### src/rtl/mmio_bridge.sv
// rtl/mmio_bridge.sv - core data-port MMIO bridge: RAM pass-through, GPIO bank, external cmd/rsp port
module mmio_bridge #(
    parameter int          GPIO_COUNT = 4,
    parameter int          GPIO_WIDTH = 16,
    parameter int          EXT_ADDR_W = 4,
    parameter int          TIMEOUT    = 255,
    parameter logic [31:0] ERR_WORD   = 32'hDEAD_BEEF
) (
    input  logic                             clk,
    input  logic                             rst,
    input  logic                             req_sel,
    input  logic [31:0]                      req_addr,
    input  logic                             req_we,
    input  logic [31:0]                      req_wdata,
    input  logic [3:0]                       req_wmask,
    input  logic [31:0]                      mem_rdata,
    output logic                             rsp_valid,
    output logic [31:0]                      rsp_rdata,
    output logic                             cmd_valid,
    output logic                             cmd_write,
    output logic [EXT_ADDR_W-1:0]            cmd_addr,
    output logic [31:0]                      cmd_data,
    input  logic                             cmd_busy,
    input  logic                             rsp_stb,
    input  logic [31:0]                      rsp_word,
    output logic [GPIO_COUNT*GPIO_WIDTH-1:0] gpio_out,
    output logic                             err_sticky
);
    localparam int          IDX_W      = (GPIO_COUNT > 1) ? $clog2(GPIO_COUNT) : 1;
    localparam logic [15:0] TIMEOUT_M1 = 16'(TIMEOUT - 1);

    typedef enum logic [2:0] {IDLE, IO_RESP, EXT_ISSUE, EXT_WAIT, EXT_RESP} state_t;

    state_t                state;
    logic [GPIO_WIDTH-1:0] gpio_q [GPIO_COUNT];
    logic [GPIO_WIDTH-1:0] wr_merge;
    logic [31:0]           rd_ext;
    logic [31:0]           cap_q;
    logic [15:0]           tmo_cnt;
    logic [IDX_W-1:0]      idx;
    logic                  periph, gpio_hit, ext_hit, tmo_hit;
    logic                  unused_addr;

    assign periph      = req_sel & req_addr[31];
    assign gpio_hit    = periph & ~req_addr[30];
    assign ext_hit     = periph & req_addr[30];
    assign idx         = (GPIO_COUNT > 1) ? req_addr[2 +: IDX_W] : '0;
    assign tmo_hit     = (tmo_cnt == TIMEOUT_M1);
    assign unused_addr = ^req_addr;

    for (genvar g = 0; g < GPIO_COUNT; g++) begin : g_gpio_out
        assign gpio_out[g*GPIO_WIDTH +: GPIO_WIDTH] = gpio_q[g];
    end

    // Byte lanes beyond GPIO_WIDTH simply have no bits to write.
    always_comb begin
        wr_merge = gpio_q[idx];
        for (int b = 0; b < GPIO_WIDTH; b++) begin
            if (req_wmask[b >> 3]) wr_merge[b] = req_wdata[b];
        end
        rd_ext = '0;
        rd_ext[GPIO_WIDTH-1:0] = gpio_q[idx];
    end

    always_comb begin
        rsp_valid = 1'b0;
        rsp_rdata = 32'd0;
        case (state)
            IDLE: begin
                if (!periph) begin
                    rsp_valid = 1'b1;
                    rsp_rdata = mem_rdata;
                end
            end
            IO_RESP, EXT_RESP: begin
                rsp_valid = 1'b1;
                rsp_rdata = cap_q;
            end
            default: ;
        endcase
    end

    always_ff @(posedge clk) begin
        if (rst) begin
            state      <= IDLE;
            cap_q      <= 32'd0;
            tmo_cnt    <= 16'd0;
            cmd_valid  <= 1'b0;
            cmd_write  <= 1'b0;
            cmd_addr   <= '0;
            cmd_data   <= 32'd0;
            err_sticky <= 1'b0;
            for (int i = 0; i < GPIO_COUNT; i++) gpio_q[i] <= '0;
        end else begin
            case (state)
                IDLE: begin
                    if (gpio_hit) begin
                        if (req_we) begin
                            gpio_q[idx] <= wr_merge;
                            cap_q       <= 32'd0;
                        end else begin
                            cap_q <= rd_ext;
                        end
                        state <= IO_RESP;
                    end else if (ext_hit) begin
                        cmd_valid <= 1'b1;
                        cmd_write <= req_we;
                        cmd_addr  <= req_addr[EXT_ADDR_W-1:0];
                        cmd_data  <= req_wdata;
                        tmo_cnt   <= 16'd0;
                        state     <= EXT_ISSUE;
                    end
                end
                IO_RESP: state <= IDLE;
                EXT_ISSUE: begin
                    tmo_cnt <= tmo_cnt + 16'd1;
                    // A response landing on the acceptance edge skips EXT_WAIT.
                    if (!cmd_busy && rsp_stb) begin
                        cap_q     <= rsp_word;
                        cmd_valid <= 1'b0;
                        state     <= EXT_RESP;
                    end else if (tmo_hit) begin
                        cap_q      <= ERR_WORD;
                        err_sticky <= 1'b1;
                        cmd_valid  <= 1'b0;
                        state      <= EXT_RESP;
                    end else if (!cmd_busy) begin
                        cmd_valid <= 1'b0;
                        state     <= EXT_WAIT;
                    end
                end
                EXT_WAIT: begin
                    tmo_cnt <= tmo_cnt + 16'd1;
                    if (rsp_stb) begin
                        cap_q <= rsp_word;
                        state <= EXT_RESP;
                    end else if (tmo_hit) begin
                        cap_q      <= ERR_WORD;
                        err_sticky <= 1'b1;
                        state      <= EXT_RESP;
                    end
                end
                EXT_RESP: state <= IDLE;
                default:  state <= IDLE;
            endcase
        end
    end
endmodule

### config.mk
export PLATFORM = sky130hd
export DESIGN_NAME = mmio_bridge
export DESIGN_NICKNAME = d
export VERILOG_FILES = /design/src/rtl/mmio_bridge.sv
export SDC_FILE = /design/constraint.sdc
export NUM_CORES = 1
export LEC_CHECK = 0
export BUFFER_PORTS_ARGS = -buffer_cell sky130_fd_sc_hd__buf_2
export CAP_MARGIN = 20
export CORE_ASPECT_RATIO = 1.2
export CORE_MARGIN = 2
export CORE_UTILIZATION = 45
export DETAILED_ROUTE_END_ITERATION = 7
export PLACE_DENSITY = 0.76
export SYNTH_ARGS = -nofsm -noshare
export SYNTH_HDL_FRONTEND = slang
export SYNTH_SLANG_ARGS = --single-unit
### constraint.sdc
create_clock -name clk -period 2.4 [get_ports clk]
set_input_delay 0.12 -clock clk [delete_from_list [all_inputs] [get_ports clk]]
set_output_delay 0.12 -clock clk [all_outputs]
set_load 0.02 [all_outputs]
After elaboration in Yosys (flattened, before gate mapping)
Memories as Yosys holds them, arrays and structs flattened. Index checks and enable logic that the tools add are counted.

RAM bits: 64. Output and inout bits: 136. Word-level logic and storage cells: 101. Memories: 1. Bits of input ports: 138. Register bits: 90.

Bitwise gates (word level): 5. Add/subtract/negate cells: 1. Reduce and logical (&&, ||, !) cells: 16. Equality and inequality tests: 13. Mux-type cells: 57.

Memory list: gpio_q (words 4, bits a word 16, rd ports 5, clocked after Yosys merged registers in 0, write ports 4, RTL line 35) `logic [GPIO_WIDTH-1:0] gpio_q [GPIO_COUNT];`.

Operator list (number): 32-bit 2-to-1 mux (5); 32-bit one-hot mux with 3 select lines (1); 16-bit 2-to-1 mux (4); 32-bit one-hot mux with 2 select lines (1); 1-bit 2-to-1 mux (33); 16-bit one-hot mux with 2 select lines (1); 3-bit 2-to-1 mux (7); 16-bit by 1-bit adder with 16-bit output, second input constant (1); 16-bit by 8-bit equality test with 1-bit output, second input constant (1); 16-bit OR reduction (1); 3-bit AND reduction (4); 2-bit inequality test, second input constant (5); 3-bit one-hot mux with 3 select lines (1); 3-bit by 2-bit equality test with 1-bit output, second input constant (2); 3-bit inequality test, second input constant (2); 1-bit one-hot mux with 2 select lines (3); 2-bit nonzero test (3); 4-bit inequality test, second input constant (1); 4-bit AND reduction (1); 2-bit OR reduction (2); 1-bit bitwise AND (3); 3-bit by 1-bit equality test with 1-bit output, second input constant (1); 3-bit equality test, second input constant (1); 3-bit logical NOT (1); 6 further kinds (7).

Logic depth before layout (Yosys ltp)
Gate-level depths: netlist of the first run.

Word-level depth: 8. Gate-level depth with buffers: 8. Depth with buffers taken out: 6.

Worst setup path after synthesis of the first run
No wires, ideal clock.

Kind: register -> register. Start: register state[0]. End: memory gpio_q[2][0] (enable). Clock period less this slack: 2588 ps. Buffers on the path: 3. Data required time: 2028 ps. Path slack: -188 ps. Data arrival time: 2216 ps. Cell stages (with the launch flop): 8. Setup time: 372 ps. Cell sequence: dfxtp_1 nand4bb_4 or4_4 buf_6 or3b_1 buf_6 buf_8 nand2_1.

RTL lines: start, declared (RTL line 34) `state_t state;`; start signal, assigned (RTL line 85) `state <= IDLE;`; start signal, assigned (RTL line 104) `state <= IO_RESP;`; start signal, assigned (RTL line 111) `state <= EXT_ISSUE;`; end, declared (RTL line 35).

==> results_dict.tcl, run 1 <==
set metrics [dict create \
    outcome "completed" \
    die_width_um 123 \
    yosysWarnings 0 \
    cell_type_with_the_highest_aggregate_area_in_the_netlist "sky130_fd_sc_hd__edfxtp_1" \
    critical_path.slowest_cell "sky130_fd_sc_hd__or4_4" \
    grt_setup_unrepaired "false" \
    timing.critical_path.to_type "flop" \
    dr_total_vias 7424 \
    final_wtd_congestion 0.873 \
    crit_path_max_incr_delay_ns 0.57 \
    critical-path-top-delay-family "simple AND/OR/NAND/NOR gates" \
    post-cts-setup-buffers 0 \
    proportion_of_register_bits_with_asynchronous_set_or_reset_after_synthesis_pct 0 \
    tritoncts "done" \
    synth_seq_cells 154 \
    slew_viol_final 0 \
    place.detailed.hpwl_um 17100 \
    die_y_um 147 \
    number_of_antenna_violations_at_the_first_check_in_global_routing 3 \
    core_region_area_um2 16700 \
    ios 274 \
    drive_above_1_share_pct 30.1 \
    grt.total_usage_pct 27.0 \
    vdd_drop_max_mv 0.454 \
    largest_net_degree_at_the_start_of_global_routing 71 \
    n_fill_cell 1432 \
    totalNegativeSetupSlack_ns 0 \
    placement.setup.worst_slack_ns 0.140 \
    setup_viol 0 \
    drc_errors 0 \
    row_count 52 \
    timing.final.crit_period_ns 2.25 \
    worstSetupPathType "reg -> reg" \
    worst_ep_required_time_ns 2.47 \
    wirelength_per_cell_um 18.8 \
    max_slew.worst_pin.slew_ns 0.911 \
    synth_ff_type "sky130_fd_sc_hd__dfxtp_1" \
    hold_slack_ns 0.0167 \
    port_buffers 245 \
    overflow 0 \
    areaGrowthSynthToFinish_pct 30.7 \
    wire_length_of_the_first_global_routing_pass_um 37200 \
    final_core_util_pct 59.6 \
    leak_pwr_nw 4.14 \
    critPathBufInv 0 \
    p_per_area_nw_per_um2 749 \
    arrival_ns 2.32 \
    final_nets 1214 \
    first_global_vias 7065 \
    cts_made_buffers 17 \
    synthesis.area_um2 7630 \
    total_power_mw 7.47 \
    route.final.wire_length_um 24600 \
    min_path_type "in -> reg" \
    fin_crit_sh_pct 93.8 \
    number_of_enable_flip_flop_cells_after_synthesis 64 \
    synth.area.top_cells "sky130_fd_sc_hd__edfxtp_1 25%, sky130_fd_sc_hd__dfxtp_1 24%, sky130_fd_sc_hd__nand2_1 5.1%" \
    fmax_mhz 444 \
    layout_common_cells "245 x sky130_fd_sc_hd__buf_2, 100 x sky130_fd_sc_hd__nand2_1, 90 x sky130_fd_sc_hd__dfxtp_1, 72 x sky130_fd_sc_hd__a21oi_1, 68 x sky130_fd_sc_hd__nor2_1" \
    seq_area_frac_synth_pct 48.8 \
    most_common_cell_after_layout_fill_and_taps_aside "sky130_fd_sc_hd__buf_2" \
    floorplan.die_area_um2 18000 \
    finClkSkew_ns 0.00810 \
    clk_transition_reported_paths_ns 0.06 \
    vias_per_std_cell 5.68 \
    worstPathMaxFanout 16 \
    crit_path_cell_trace "nand4bb_4 > or4_4 > or3b_1 > nand2_2" \
    timing_hold_violations_final 0 \
    clk-insertion-delay-late_ns 0.43 \
    drtAntennaViolNets 0 \
    maxCapViolCount 0 \
    cts_root_buffer "sky130_fd_sc_hd__clkbuf_16" \
    floorplan.initialDensity_pct 45.6 \
    setup_ws_ns 0.149 \
    worst_slew_margin_rel_pct 39.0 \
    worst_setup_path_start_kind "flop" \
    clock_path_buffers 2 \
    cts_htree_levels 4 \
    drt-pass1-iter-count 5 \
    mappedNetlistNets 959 \
    post_synth.cell_area_avg_um2 9.31 \
    drtIter0Drc 547 \
    clock_sink_count 154 \
    post_synth_num_cell_types 55 \
    yosysTopAreaCellShare_pct 25.2 \
    synthesis.instances 819 \
]
==> state kept, by name (all words and copies together) (netlist names) <==
register,count
gpio_q,64
err_sticky,1
cmd_write,1
cap_q,32
cmd_valid,1
tmo_cnt,16
cmd_data,32
state,3
cmd_addr,4
==> tightest hold or removal path: stages <==
cell,delay [ns]
sky130_fd_sc_hd__buf_2,0.08
sky130_fd_sc_hd__a222oi_1,0.07
sky130_fd_sc_hd__a21oi_1,0.13
==> per-layer routing <==
| layer | global-route usage [%] | vias up | routed length, um |
|---|---|---|---|
| li1 | - | 3519 | - |
| met1 | 32.8 | 3524 | 9640 |
| met2 | 44.1 | 317 | 12100 |
| met3 | 6.33 | 64 | 1840 |
| met4 | 13.9 | 0 | 1020 |
| met5 | 0 | - | 0 |
==> logic make-up after synthesis <==
family / synth area share, %
AND/OR/NAND/NOR: 21.5
AO/OA/AOI/OAI: 18.1
flip-flops: 48.8
buffers and inverters: 5.67
multiplexers: 4.82
XOR/XNOR: 0.689
adder cells (fa/ha/maj): 0.328
==> synthesized netlist by cell type (2+ instances only) <==
library cell,count
sky130_fd_sc_hd__mux2i_1,30
sky130_fd_sc_hd__and3_1,16
sky130_fd_sc_hd__or4_1,4
sky130_fd_sc_hd__a31o_2,2
sky130_fd_sc_hd__inv_1,29
sky130_fd_sc_hd__buf_6,4
sky130_fd_sc_hd__and4_1,13
sky130_fd_sc_hd__ha_1,2
sky130_fd_sc_hd__clkbuf_1,55
sky130_fd_sc_hd__or3_1,30
sky130_fd_sc_hd__nor2_1,69
sky130_fd_sc_hd__a21o_1,2
sky130_fd_sc_hd__a31oi_1,16
sky130_fd_sc_hd__nor3_1,5
sky130_fd_sc_hd__edfxtp_1,64
sky130_fd_sc_hd__clkinv_1,3
sky130_fd_sc_hd__buf_2,7
sky130_fd_sc_hd__nor4_1,4
sky130_fd_sc_hd__nand4_1,18
sky130_fd_sc_hd__xnor2_1,2
sky130_fd_sc_hd__o21ai_0,16
sky130_fd_sc_hd__nor2_2,9
sky130_fd_sc_hd__xor2_1,4
sky130_fd_sc_hd__buf_1,3
sky130_fd_sc_hd__a311oi_1,3
sky130_fd_sc_hd__a41o_1,14
sky130_fd_sc_hd__mux4_2,3
sky130_fd_sc_hd__or2_2,2
sky130_fd_sc_hd__a222oi_1,3
sky130_fd_sc_hd__nand2_1,103
sky130_fd_sc_hd__nand3_1,6
sky130_fd_sc_hd__a221oi_1,13
sky130_fd_sc_hd__dfxtp_1,90
sky130_fd_sc_hd__or3b_1,2
sky130_fd_sc_hd__and2_1,16
sky130_fd_sc_hd__o31ai_1,14
sky130_fd_sc_hd__a21oi_1,72
sky130_fd_sc_hd__nand2b_1,18
sky130_fd_sc_hd__a22o_1,32
sky130_fd_sc_hd__a211oi_1,6
==> stage by stage <==
stage | instances | cell area [um^2]
4_1_cts | 1303 | 9960
3_5_place_dp | 1237 | 9070
3_3_place_gp | 1237 | 9070
5_1_grt | 1306 | 9970
6_report | 1306 | 9970
2_1_floorplan | 819 | 7640
==> final cells by class <==
type	count	area, um^2	share of cell area (%)
clock inverters	14	113	1.13
inverters	32	120	1.20
multi-input cells	563	3500	35.1
clock buffers	18	429	4.30
well taps	216	270	2.71
flip-flops and latches	154	3720	37.3
repair buffers	306	1810	18.1
diodes	3	7.51	0.0753
==> where the power goes <==
| group | internal (mW) | switching [mW] | leakage [nW] | total [mW] |
|---|---|---|---|---|
| combinational | 0.733 | 1.28 | 2.50 | 2.02 |
| clock | 1.34 | 1.15 | 0.253 | 2.49 |
| sequential | 2.87 | 0.0951 | 1.39 | 2.96 |
| total | 4.95 | 2.52 | 4.14 | 7.47 |
==> repair_timing <==
action / 4_1_cts / 5_1_grt
setup endpoints to repair: 0 / 33
hold endpoints to repair: 34 / 0
gates resized for setup: 0 / 1
hold buffers: 34 / 0
==> path summary, 6_finish.rpt <==
kind | end | cells after the start | slack (ns) | from
worst max-delay path | gpio_q[1][15]$_SDFFCE_PN0P_ | 4 | 0.15 | state[0]$_SDFFE_PP0P_
worst min-delay path | cap_q[4]$_SDFFE_PP0P_ | 3 | 0.02 | rsp_word[4]
worst max register to register | gpio_q[1][15]$_SDFFCE_PN0P_ | 4 | 0.15 | state[0]$_SDFFE_PP0P_
worst min register to register | cap_q[25]$_SDFFE_PP0P_ | 2 | 0.44 | cap_q[25]$_SDFFE_PP0P_
No activity file was read; power rests on OpenSTA's default activity.
==> inputs of run 2 (changes only) <==
--- a/config.mk
+++ b/config.mk
@@ -11,7 +11,7 @@
 export CORE_MARGIN = 2
 export CORE_UTILIZATION = 45
 export DETAILED_ROUTE_END_ITERATION = 7
-export PLACE_DENSITY = 0.76
+export PLACE_DENSITY = 0.85
 export SYNTH_ARGS = -nofsm -noshare
 export SYNTH_HDL_FRONTEND = slang
 export SYNTH_SLANG_ARGS = --single-unit
==> run 2 against run 1 <==
- critical path depth did not move
- clock power rose by 7%
- highest routed layer unchanged
- critical endpoint is now gpio_q[1][13]$_SDFFCE_PN0P_
- routed wire length increased by 0.74%
- sequential cell count unchanged
- worst setup slack lost 0.057 ns
- maximum frequency is 2.5% lower
- sequential power about the same
==> results_dict.tcl, run 2 (synthesis gave the netlist of run 1 again) <==
set metrics [dict create \
    worst_r2r_endpoint "gpio_q[1][13]$_SDFFCE_PN0P_" \
    grt.total_usage_pct 26.9 \
    drive_above_1_share_pct 30.3 \
    total_power_mw 7.63 \
    crit_path_cell_trace "nand4bb_4 > or4_4 > or3b_1 > nand2_2" \
    place.detailed.hpwl_um 17200 \
    post-cts-setup-buffers 0 \
    max_flop_register "gpio_q" \
    drc_errors 0 \
    finClkSkew_ns 0.0110 \
    cts_made_buffers 17 \
    clock_sink_count 154 \
    grt_setup_unrepaired "false" \
    floorplan.die_area_um2 18000 \
    route.final.wire_length_um 24800 \
    fin_crit_sh_pct 96.2 \
    worstSetupPathType "reg -> reg" \
    areaGrowthSynthToFinish_pct 30.8 \
    clock_path_buffers 2 \
    worst_slew_margin_rel_pct 37.0 \
    clk_transition_reported_paths_ns 0.06 \
    fmax_mhz 433 \
    most_common_cell_after_layout_fill_and_taps_aside "sky130_fd_sc_hd__buf_2" \
    vdd_drop_max_mv 0.514 \
    reg2reg_setup_slack_ns 0.09 \
    critPathBufInv 0 \
    first_global_vias 7207 \
    drtIter0Drc 635 \
    worstPathMaxFanout 16 \
    maxCapViolCount 0 \
    wire_length_of_the_first_global_routing_pass_um 37400 \
    placement.cell_area_um2 9060 \
    dr_total_vias 7520 \
    ios 274 \
    final_core_util_pct 59.7 \
    number_of_antenna_violations_at_the_first_check_in_global_routing 0 \
    cts_htree_levels 4 \
    post-route-cell-area_um2 9980 \
    floorplan.initialDensity_pct 45.6 \
    crit_path_max_incr_delay_ns 0.59 \
    critical_path.reg2reg.startpoint "state[0]$_SDFFE_PP0P_" \
    final_wtd_congestion 0.901 \
    totalNegativeSetupSlack_ns 0 \
    wirelength_per_cell_um 19.0 \
    port_buffers 245 \
    cts_root_buffer "sky130_fd_sc_hd__clkbuf_16" \
    min_path_type "in -> reg" \
    final_nets 1217 \
    max_slew.worst_pin.slew_ns 0.942 \
    die_y_um 147 \
    setup_viol 0 \
    critical-path-top-delay-family "simple AND/OR/NAND/NOR gates" \
    critical_path.slowest_cell "sky130_fd_sc_hd__or4_4" \
    timing_hold_violations_final 0 \
    vias_per_std_cell 5.76 \
    drtAntennaViolNets 0 \
    critPathCapture "gpio_q[1][13]$_SDFFCE_PN0P_" \
    flip_flop_count_of_the_largest_register_after_layout 64 \
    row_count 52 \
    drt-pass1-iter-count 5 \
    core_region_area_um2 16700 \
    reg.largest.list "gpio_q: 64 flops, cap_q: 32 flops, cmd_data: 32 flops" \
    layout_common_cells "245 x sky130_fd_sc_hd__buf_2, 100 x sky130_fd_sc_hd__nand2_1, 90 x sky130_fd_sc_hd__dfxtp_1, 72 x sky130_fd_sc_hd__a21oi_1, 68 x sky130_fd_sc_hd__nor2_1" \
    crit_path_depth 4 \
    antenna_cells_inserted 0 \
    n_fill_cell 1388 \
    timing.critical_path.to_type "flop" \
    placement.setup.worst_slack_ns 0.116 \
    leak_pwr_nw 4.16 \
    outcome "completed" \
    worst_setup_path_start_kind "flop" \
    overflow 0 \
    largest_net_degree_at_the_start_of_global_routing 70 \
    reg2reg_depth 4 \
    arrival_ns 2.37 \
    setup_ws_ns 0.0923 \
    slew_viol_final 0 \
    clk-insertion-delay-late_ns 0.43 \
    p_per_area_nw_per_um2 764 \
    die_width_um 123 \
    worst_ep_required_time_ns 2.46 \
    timing.final.crit_period_ns 2.31 \
    worstSetupStartpoint "state[0]$_SDFFE_PP0P_" \
    tritoncts "done" \
]
==> run 2: tightest hold or removal path, delay by kind of cell <==
kind                   cells  cell delay [ns]
buffers and inverters      1             0.11
AO/OA/AOI/OAI              2             0.16
==> run 2: metal layers <==
layer,global-route usage [%],wire length [um],vias up
li1,-,-,3510
met1,31.4,9310,3551
met2,46.2,12400,390
met3,7.11,2180,69
met4,11.1,847,0
met5,0,0,-
==> run 2: timing repair <==
item | 4_1_cts | 5_1_grt
resized for setup | 0 | 1
endpoints found under the hold margin | 34 | 0
hold buffers | 34 | 0
endpoints found under the setup margin | 0 | 33
==> run 2: stage by stage <==
stage	cells	hold WS [ns]
after detailed placement	1240	0.365
after CTS	1306	0.00774
final	1306	0.0213
after floorplan	819	0.256
after global placement	1240	0.361
after global routing	1306	0.0249
==> run 2: where the power goes <==
part           switching (mW)  internal, mW
Sequential             0.0939          2.87
Combinational            1.29         0.720
Clock                    1.13          1.53
==> run 2: how the worst min path moves through the flow <==
stage / start / to / slack, ns / cells after the start
2_1_floorplan: req_addr[0] / cmd_addr[0]$_SDFFE_PP0P_ / 0.26 / 2
3_3_place_gp: req_wdata[20] / cmd_data[20]$_SDFFE_PP0P_ / 0.36 / 3
3_5_place_dp: req_wdata[30] / cmd_data[30]$_SDFFE_PP0P_ / 0.37 / 3
4_1_cts: rsp_word[8] / cap_q[8]$_SDFFE_PP0P_ / 0.008 / 3
5_1_grt: rsp_word[8] / cap_q[8]$_SDFFE_PP0P_ / 0.02 / 3
6_report: rsp_word[22] / cap_q[22]$_SDFFE_PP0P_ / 0.02 / 3
==> run 2: final cells by class <==
class                           count  area [um^2]  share of cell area [%]
Sequential cell                   154         3720                    37.3
Multi-Input combinational cell    563         3500                    35.1
Timing Repair Buffer              309         1790                    18.0
Clock buffer                       18          429                    4.30
Tap cell                          216          270                    2.71
Clock inverter                     14          145                    1.45
Inverter                           32          120                    1.20
==> inputs of run 3 (changes only) <==
--- a/config.mk
+++ b/config.mk
@@ -11,6 +11,7 @@
 export CORE_MARGIN = 2
 export CORE_UTILIZATION = 45
 export DETAILED_ROUTE_END_ITERATION = 7
+export MAX_ROUTING_LAYER = met4
 export PLACE_DENSITY = 0.85
 export SYNTH_ARGS = -nofsm -noshare
 export SYNTH_HDL_FRONTEND = slang
==> run 3 against run 2 <==
- worst hold slack improved by 0.0042 ns
- combinational power about the same
- clock power is essentially flat
- die area is the same
- highest routed layer unchanged
==> results_dict.tcl, run 3 (synthesis gave the netlist of run 1 again) <==
set metrics [dict create \
    final_nets 1217 \
    wire_length_of_the_first_global_routing_pass_um 37400 \
    largest_net_degree_at_the_start_of_global_routing 70 \
    worstSetupPathType "reg -> reg" \
    hold_start "rsp_word[22]" \
    drive_above_1_share_pct 30.3 \
    crit_path_max_incr_delay_ns 0.59 \
    die_width_um 123 \
    crit_path_cell_trace "nand4bb_4 > or4_4 > or3b_1 > nand2_2" \
    drt-pass1-iter-count 6 \
    floorplan.initialDensity_pct 45.6 \
    timing.critical_path.to_type "flop" \
    clk-insertion-delay-late_ns 0.42 \
    grt.total_usage_pct 27.8 \
    critPathBufInv 0 \
    clk_transition_reported_paths_ns 0.06 \
    critical_path.reg2reg.startpoint "state[0]$_SDFFE_PP0P_" \
    port_buffers 245 \
    reg2reg_depth 4 \
    arrival_ns 2.35 \
    wirelength_per_cell_um 19.0 \
    drtAntennaViolNets 0 \
    areaGrowthSynthToFinish_pct 30.8 \
    reg.largest.list "gpio_q: 64 flops, cap_q: 32 flops, cmd_data: 32 flops" \
    post-route-cell-area_um2 9980 \
    vias_per_std_cell 5.77 \
    max_slew.worst_pin.slew_ns 0.953 \
    cts_htree_levels 4 \
    timing.final.crit_period_ns 2.30 \
    clock_path_buffers 2 \
    final_wtd_congestion 0.916 \
    route.final.wire_length_um 24800 \
    worst_slew_margin_rel_pct 36.2 \
    worst_setup_path_start_kind "flop" \
    worst_hold_path_depth 3 \
    max_flop_register "gpio_q" \
    antenna_cells_inserted 0 \
    hold_end "cap_q[22]$_SDFFE_PP0P_" \
    tritoncts "done" \
    placement.cell_area_um2 9060 \
    worst_ep_required_time_ns 2.46 \
    overflow 0 \
    min_path_type "in -> reg" \
    floorplan.die_area_um2 18000 \
    flip_flop_count_of_the_largest_register_after_layout 64 \
    cts_root_buffer "sky130_fd_sc_hd__clkbuf_16" \
    row_count 52 \
    setup_viol 0 \
    most_common_cell_after_layout_fill_and_taps_aside "sky130_fd_sc_hd__buf_2" \
    timing_hold_violations_final 0 \
    first_global_vias 7206 \
    p_per_area_nw_per_um2 765 \
    finClkSkew_ns 0.0128 \
    place.detailed.hpwl_um 17200 \
    fin_crit_sh_pct 95.6 \
    n_fill_cell 1388 \
    clock_sink_count 154 \
    totalNegativeSetupSlack_ns 0 \
    layout_common_cells "245 x sky130_fd_sc_hd__buf_2, 100 x sky130_fd_sc_hd__nand2_1, 90 x sky130_fd_sc_hd__dfxtp_1, 72 x sky130_fd_sc_hd__a21oi_1, 68 x sky130_fd_sc_hd__nor2_1" \
    critical_path.slowest_cell "sky130_fd_sc_hd__or4_4" \
    core_region_area_um2 16700 \
    slew_viol_final 0 \
    ios 274 \
    outcome "completed" \
    drc_errors 0 \
    critical-path-top-delay-family "simple AND/OR/NAND/NOR gates" \
    cts_made_buffers 17 \
    number_of_antenna_violations_at_the_first_check_in_global_routing 0 \
    die_y_um 147 \
    maxCapViolCount 0 \
    vdd_drop_max_mv 0.514 \
    drtIter0Drc 567 \
    dr_total_vias 7530 \
    fmax_mhz 436 \
    leak_pwr_nw 4.16 \
    grt_setup_unrepaired "false" \
    reg2reg_setup_slack_ns 0.10 \
    worst_r2r_endpoint "gpio_q[1][13]$_SDFFCE_PN0P_" \
    worstPathMaxFanout 16 \
]
[run 3: cell counts in the layout (fill, tap and decap cells not counted)]
No cell type changed its count.
[run 3: layout make-up]
cell class | instances | area, um^2 | area share [%]
Timing Repair Buffer | 309 | 1790 | 18.0
Clock inverter | 14 | 145 | 1.45
Multi-Input combinational cell | 563 | 3500 | 35.1
Clock buffer | 18 | 429 | 4.30
Tap cell | 216 | 270 | 2.71
Sequential cell | 154 | 3720 | 37.3
Inverter | 32 | 120 | 1.20
[run 3: repair_timing]
item | CTS | global route
endpoints found under the hold margin | 34 | 0
gates resized for setup | 0 | 1
buffers inserted | 0 | 0
hold buffers | 34 | 0
setup endpoints to repair | 0 | 33
[run 3: per-stage QoR]
step / power, mW / utilization (%) / instances / worst slack [ns] / hold WS [ns]
after floorplan: 4.31 / - / 819 / 0.0263 / 0.256
after CTS: 7.63 / 59.7 / 1306 / 0.0504 / 0.00774
after global placement: 4.92 / 54.2 / 1240 / 0.135 / 0.361
after detailed placement: 4.95 / 54.2 / 1240 / 0.116 / 0.365
final: 7.63 / 59.7 / 1306 / 0.105 / 0.0255
after global routing: 7.94 / 59.7 / 1306 / 0.0217 / 0.0235
[run 3: worst max path at each step]
| stage | slack (ns) | cells past startpoint | to | start |
|---|---|---|---|---|
| after floorplan | 0.03 | 7 | gpio_q[1][0]$_SDFFCE_PN0P_ | state[0]$_SDFFE_PP0P_ |
| after global placement | 0.13 | 4 | gpio_q[1][12]$_SDFFCE_PN0P_ | state[0]$_SDFFE_PP0P_ |
| after detailed placement | 0.12 | 4 | gpio_q[1][11]$_SDFFCE_PN0P_ | state[0]$_SDFFE_PP0P_ |
| after CTS | 0.05 | 6 | rsp_rdata[19] | state[1]$_SDFFE_PP0P_ |
| after global routing | 0.02 | 4 | gpio_q[1][15]$_SDFFCE_PN0P_ | state[0]$_SDFFE_PP0P_ |
| final | 0.10 | 4 | gpio_q[1][13]$_SDFFCE_PN0P_ | state[0]$_SDFFE_PP0P_ |
[run 3: tightest hold or removal path, cell delays in order]
cell and delay (ns):
sky130_fd_sc_hd__buf_2 0.11, sky130_fd_sc_hd__a21oi_1 0.11, sky130_fd_sc_hd__a211oi_1 0.05
[run 3: per-layer routing]
metal | wire [um] | part of all wire (%) | vias up | global-route usage, %
li1 | - | - | 3505 | -
met1 | 9330 | 38 | 3543 | 31.7
met2 | 12400 | 50 | 412 | 46.3
met3 | 2230 | 9.0 | 70 | 6.72
met4 | 833 | 3.4 | 0 | 11.1
met5 | 0 | 0 | - | -
[run 3: power by group]
| part | leakage, nW | switching, mW | total (mW) | internal, mW |
|---|---|---|---|---|
| sequential | 1.39 | 0.0945 | 2.96 | 2.87 |
| combinational | 2.50 | 1.29 | 2.01 | 0.720 |
| clock | 0.271 | 1.12 | 2.65 | 1.53 |
